[src/rtl/mb_scan_pkg.sv]
// Shared constants, FSM state type and coordinate packing for the macroblock scan generator.
package mb_scan_pkg;

  localparam int BLK = 4;

  typedef enum logic {IDLE, SCAN} state_t;

  function automatic logic [31:0] pack_mb(input logic [15:0] row, input logic [15:0] col);
    return {row, col};
  endfunction

endpackage

[src/rtl/mb_scan_gen_if.sv]
// Block-coordinate handshake between the scan generator (master) and its consumer (slave).
interface mb_scan_gen_if;
  logic        mb_valid;
  logic        mb_ready;
  logic [31:0] mbnumber;
  logic        mb_first;
  logic        mb_last;

  modport master (output mb_valid, mbnumber, mb_first, mb_last, input mb_ready);
  modport slave  (input mb_valid, mbnumber, mb_first, mb_last, output mb_ready);
endinterface

[src/rtl/mb_scan_gen_blk_counter.sv]
// Pixel-coordinate counter stepping by BLK from 0 to LIMIT-BLK, then wrapping to 0.
module blk_counter
  import mb_scan_pkg::*;
#(
  parameter int LIMIT = 16
) (
  input  logic        clk,
  input  logic        clr,
  input  logic        inc,
  output logic [15:0] value,
  output logic        wrap
);

  localparam logic [15:0] LAST = 16'(LIMIT - BLK);

  // wrap flags the final position, so the caller can carry on the same edge.
  assign wrap = (value == LAST);

  // NOTE: state registers use non-blocking assignments so every flop samples pre-edge values.
  always_ff @(posedge clk) begin
    if (clr)      value <= '0;
    else if (inc) value <= wrap ? 16'd0 : value + 16'(BLK);
  end

endmodule

[src/rtl/mb_scan_gen.sv]
// Raster-order 4x4 macroblock coordinate generator with a valid/ready output handshake.
module mb_scan_gen
  import mb_scan_pkg::*;
#(
  parameter int WIDTH  = 1280,
  parameter int LENGTH = 720
) (
  input  logic          clk,
  input  logic          reset,
  input  logic          enable,
  input  logic          start,
  mb_scan_gen_if.master mb,
  output logic          busy,
  output logic          done
);

  if ((WIDTH % BLK) != 0 || WIDTH < BLK || WIDTH > 65535) begin : g_bad_width
    $error("mb_scan_gen: WIDTH must be a non-zero multiple of BLK and <= 65535");
  end
  if ((LENGTH % BLK) != 0 || LENGTH < BLK || LENGTH > 65535) begin : g_bad_length
    $error("mb_scan_gen: LENGTH must be a non-zero multiple of BLK and <= 65535");
  end

  state_t      state;
  logic        valid_q;
  logic [15:0] col, row;
  logic        col_wrap, row_wrap;
  logic        xfer, last_blk;

  assign xfer     = valid_q && mb.mb_ready && enable;
  assign last_blk = col_wrap && row_wrap;

  // Both counters wrap to 0 on the final transfer, so IDLE always sees {0,0}.
  blk_counter #(.LIMIT(WIDTH)) u_col (
    .clk(clk), .clr(reset), .inc(xfer), .value(col), .wrap(col_wrap)
  );

  blk_counter #(.LIMIT(LENGTH)) u_row (
    .clk(clk), .clr(reset), .inc(xfer && col_wrap), .value(row), .wrap(row_wrap)
  );

  always_ff @(posedge clk) begin
    if (reset) begin
      state   <= IDLE;
      valid_q <= 1'b0;
      busy    <= 1'b0;
      done    <= 1'b0;
    end else begin
      // done is a strict one-cycle pulse, so it clears even while enable is low.
      done <= 1'b0;
      if (enable) begin
        case (state)
          IDLE: if (start) begin
            state   <= SCAN;
            valid_q <= 1'b1;
            busy    <= 1'b1;
          end
          SCAN: if (xfer && last_blk) begin
            state   <= IDLE;
            valid_q <= 1'b0;
            busy    <= 1'b0;
            done    <= 1'b1;
          end
          default: state <= IDLE;
        endcase
      end
    end
  end

  assign mb.mb_valid = valid_q;
  assign mb.mbnumber = pack_mb(row, col);
  assign mb.mb_first = valid_q && (row == 16'd0) && (col == 16'd0);
  assign mb.mb_last  = valid_q && last_blk;

endmodule
[src/flat_wrapper.sv]
// flat-port wrapper written by rule: the top's interface ports become plain ports
module mb_scan_gen_flat import mb_scan_pkg::*;
#(
  parameter int WIDTH  = 1280,
  parameter int LENGTH = 720
)
  (clk, reset, enable, start, busy, done, mb_mb_valid, mb_mbnumber, mb_mb_first, mb_mb_last, mb_mb_ready);
  mb_scan_gen_if mb_i ();
  input  logic clk;
  input  logic reset;
  input  logic enable;
  input  logic start;
  output logic busy;
  output logic done;
  output wire logic [$bits(mb_i.mb_valid)-1:0] mb_mb_valid;
  output wire logic [$bits(mb_i.mbnumber)-1:0] mb_mbnumber;
  output wire logic [$bits(mb_i.mb_first)-1:0] mb_mb_first;
  output wire logic [$bits(mb_i.mb_last)-1:0] mb_mb_last;
  input wire logic [$bits(mb_i.mb_ready)-1:0] mb_mb_ready;
  assign mb_mb_valid = mb_i.mb_valid;
  assign mb_mbnumber = mb_i.mbnumber;
  assign mb_mb_first = mb_i.mb_first;
  assign mb_mb_last = mb_i.mb_last;
  assign mb_i.mb_ready = mb_mb_ready;
  mb_scan_gen #(.WIDTH(WIDTH), .LENGTH(LENGTH)) u_core (.clk(clk), .reset(reset), .enable(enable), .start(start), .mb(mb_i), .busy(busy), .done(done));
endmodule
[config.mk]
export PLATFORM = sky130hd
export DESIGN_NAME = mb_scan_gen_flat
export DESIGN_NICKNAME = d
export VERILOG_FILES = /design/src/rtl/mb_scan_pkg.sv /design/src/rtl/mb_scan_gen_if.sv /design/src/rtl/mb_scan_gen_blk_counter.sv /design/src/rtl/mb_scan_gen.sv /design/src/flat_wrapper.sv
export SDC_FILE = /design/constraint.sdc
export NUM_CORES = 1
export LEC_CHECK = 0
export CORE_MARGIN = 2
export CORE_UTILIZATION = 30
export CTS_CLUSTER_DIAMETER = 200
export DETAILED_ROUTE_END_ITERATION = 8
export HOLD_SLACK_MARGIN = 0.06
export PLACE_DENSITY = 0.61
export SLEW_MARGIN = 20
export SYNTH_ARGS = -nofsm -noshare
export SYNTH_HDL_FRONTEND = slang
export SYNTH_SLANG_ARGS = --single-unit
[constraint.sdc]
create_clock -name clk -period 2.65 [get_ports clk]
set_clock_uncertainty 0.1 [all_clocks]
set_input_delay 0.53 -clock clk [delete_from_list [all_inputs] [get_ports clk]]
set_output_delay 0.53 -clock clk [all_outputs]
set_load 0.01 [all_outputs]
==> impl_metrics.csv <==
group,metric,value,unit
timing,worst_hold_slack,0.364,ns
setup_path,worstPathMaxFanout,2,
setup_path,critPathLaunchType,"register",
grt,grt_max_degree,18,
final_layout,n_fill_cell,571,
timing,rsz0062_at_grt,"false",
flow_run,cap_violations,0,
clock_network,htreeDepth,2,
power_and_ir_drop,p_leak,0.821,nW
synthesis,synth.cell_area,1740,um2
route,drt_wl_total,4830,um
setup_path,path_delay_family,"simple AND/OR/NAND/NOR gates",
synthesis,synth.distinct_cells,43,
setup_path,worstSetupStartpoint,"u_core.u_col.value[9]$_SDFFE_PP0N_",
final_layout,fin_area,2400,um2
synthesis,synth_cells,207,
setup_path,path_depth,4,
final_layout,multi_input_area,1000,um2
place,post-place-ws,-0.102,ns
synthesis,synth-seq-cells,31,
place,dp.cells,328,
final_layout,area_growth,38.3,%
clock_network,clk_latency,0.28,ns
timing,finalMaxSlewViolations,0,
place,hpwl,3490,um
route,drc,0,
synthesis,synth_area_leaders,"dfxtp_1, nand3_1, xnor2_1",
synthesis,ys.warnings.count,0,
floorplanning,num_io_pins,42,
place,place_congestion,0.789,
hold_path,hp-start,"u_core.state$_SDFFE_PP0P_",
final_layout,final_nets,272,
grt,grt_pass1_wl,7820,um
grt,grt_usage,16.0,%
synthesis,synth.largest_area_cell,"dfxtp_1",
outcome,status,"finished clean",
setup_path,critPathKind,"reg2out",
synthesis,synthFlopType,"dfxtp_1",
route,via_count,1756,
final_layout,antenna_cells,0,
power_and_ir_drop,power.density,389,nW/um2
timing,timing.final.crit_period,2.54,ns
floorplanning,die_y,80.1,um
power_and_ir_drop,vdd_drop_max,0.000174,V
final_layout,drive_gt1_share,18.6,%
setup_path,required,2.02,ns
synthesis,synth_edf_count,0,
setup_path,crit_buf_inv,1,
final_layout,fin_cells,336,
synthesis,seq_area_frac_synth,35.7,%
grt,first_global_vias,1583,
grt,grt_overflow,0,
floorplanning,die_w,80.1,um
clock_network,numClockSinks,31,
timing,setup_viol,0,
floorplanning,coreArea,5540,um2
setup_path,r2r_start,"u_core.u_col.value[8]$_SDFFE_PP0N_",
setup_path,reg2reg_depth,6,
route,antenna_left,0,
synthesis,syn-mean-instance-area,8.40,um2
setup_path,cp_common_cell,"or4_4",
timing,hold_viol_final,0,
place,portBuffers,37,
setup_path,cp-end-kind,"primary output",
setup_path,cp_cell_sequence,"or4_4 -> or4_4 -> nor3_2 -> buf_2",
timing,post-route-period-util,95.9,%
synthesis,async_reset_ff_share,0,%
setup_path,critPathArrivalTime,1.91,ns
clock_network,cts_tree,"yes",
route,routed_via_density,5.23,
setup_path,r2r_slack,0.34,ns
timing,max_freq,394,MHz
clock_network,clkTransAtPathRegs,0.06,ns
route,first_pass_iters,4,
setup_path,worst_path_max_delay_cell,"or4_4",
clock_network,numCtsBuffers,5,
place,postPlaceCellArea,2300,um2
floorplanning,die_area,6420,um2
floorplanning,num_rows,27,
clock_network,clk_path_buf_depth,2,
route,wl_per_cell,14.4,um
timing,setup_slack,0.109,ns
floorplanning,start_util,31.4,%
setup_path,endpoint,"mb_mb_last",
setup_path,r2r-end,"u_core.u_row.value[7]$_SDFFE_PP0P_",
final_layout,seq_area,621,um2
route,drt_first_iter_violations,110,
hold_path,hold_path_class,"reg2reg",
setup_path,max_stage_delay,0.54,ns
synthesis,synth_top_area_share,35.7,%
clock_network,clockRootBuffer,"clkbuf_8",
grt,antenna_found_initial,0,
clock_network,post_cts_buffers,0,
==> registers in the layout, summed over array words and instances, names as in the netlist <==
signal              count
u_core.u_row.value     14
u_core.busy             1
u_core.state            1
u_core.done             1
u_core.u_col.value     14
==> worst min-delay path by stage <==
stage | slack [ns] | cells after the start | to
finish | 0.36 | 1 | u_core.busy$_SDFFE_PP0P_
global route | 0.40 | 1 | u_core.busy$_SDFFE_PP0P_
CTS | 0.37 | 1 | u_core.busy$_SDFFE_PP0P_
detailed placement | 0.36 | 1 | u_core.busy$_SDFFE_PP0P_
global placement | 0.36 | 1 | u_core.busy$_SDFFE_PP0P_
floorplan | 0.33 | 1 | u_core.busy$_SDFFE_PP0P_
==> layout by cell type (no fill, tap or decap), types with 3 or more instances in the layout <==
cell,netlist,final
a311oi_1,6,6
nand3_1,14,14
inv_1,12,12
a41oi_1,3,3
clkbuf_8,0,7
a21oi_1,8,8
conb_1,1,4
o21ai_0,6,6
o32ai_1,5,5
and3_1,4,4
and4_1,4,4
xnor2_1,7,7
a21oi_2,5,5
buf_4,6,25
a31oi_1,3,3
clkdlybuf4s50_1,0,35
nand4_1,8,8
dfxtp_1,31,31
ha_1,4,4
nand2_1,16,16
nor4_1,6,5
or4_4,2,3
nor2_1,15,15
or3_1,8,8
==> cell families after synthesis <==
group	Yosys count	share of synthesized area [%]
AND/OR/NAND/NOR	93	31.1
AO/OA/AOI/OAI	40	16.8
flip-flops	31	35.7
buffers and inverters	28	8.27
XOR/XNOR	9	4.53
adder cells (fa/ha/maj)	4	2.88
other	1	0.216
multiplexers	1	0.576
==> report_power, final <==
part | switching (mW) | internal, mW
Sequential | 0.00208 | 0.469
Combinational | 0.0276 | 0.0203
Clock | 0.180 | 0.237
==> what timing repair did <==
action / in CTS / in global routing
endpoints found under the setup margin: 2 / 2
hold buffers: 0 / 0
pin swaps: 0 / 1
gates resized for setup: 10 / 2
==> routing by layer <==
metal  part of all wire (%)  wire (um)  up-vias  global-route usage (%)
met1                     47       2280      828                    21.2
met5                      0          0        -                       0
met2                     47       2260       49                    24.8
met3                    3.8        184        9                    3.15
met4                    2.1        103        0                    7.63
li1                       -          -      870                       -
==> cell usage after synthesis (2+ instances only) <==
master	instances
or4_4	2
nor3_1	3
and2_1	2
o32ai_1	5
nor4_1	6
xnor2_1	7
a41oi_1	3
o21ai_0	6
nor2_1	15
a21oi_2	5
nand2_1	16
xor2_1	2
buf_6	2
ha_1	4
and3_1	4
or4_1	2
nand4b_1	2
or3_1	8
buf_4	6
nand3_1	14
inv_1	12
nand4_1	8
a311oi_1	6
a21oi_1	8
dfxtp_1	31
a31oi_1	3
and4_1	4
clkbuf_1	6
==> through the flow <==
step	utilization [%]	TNS [ns]	power (mW)
2_1_floorplan	-	0	0.510
3_3_place_gp	41.5	-0.135	0.529
3_5_place_dp	41.5	-0.148	0.529
4_1_cts	43.4	0	0.950
5_1_grt	43.4	0	0.975
6_report	43.4	0	0.936
==> cell type report <==
type                       count  area share [%]
multi-input combinational    151            41.6
clock buffer                   8            4.16
timing repair buffer          62            22.8
inverter                      12            1.87
sequential                    31            25.8
tap                           72            3.75
Power figures use the tool's default switching activity.
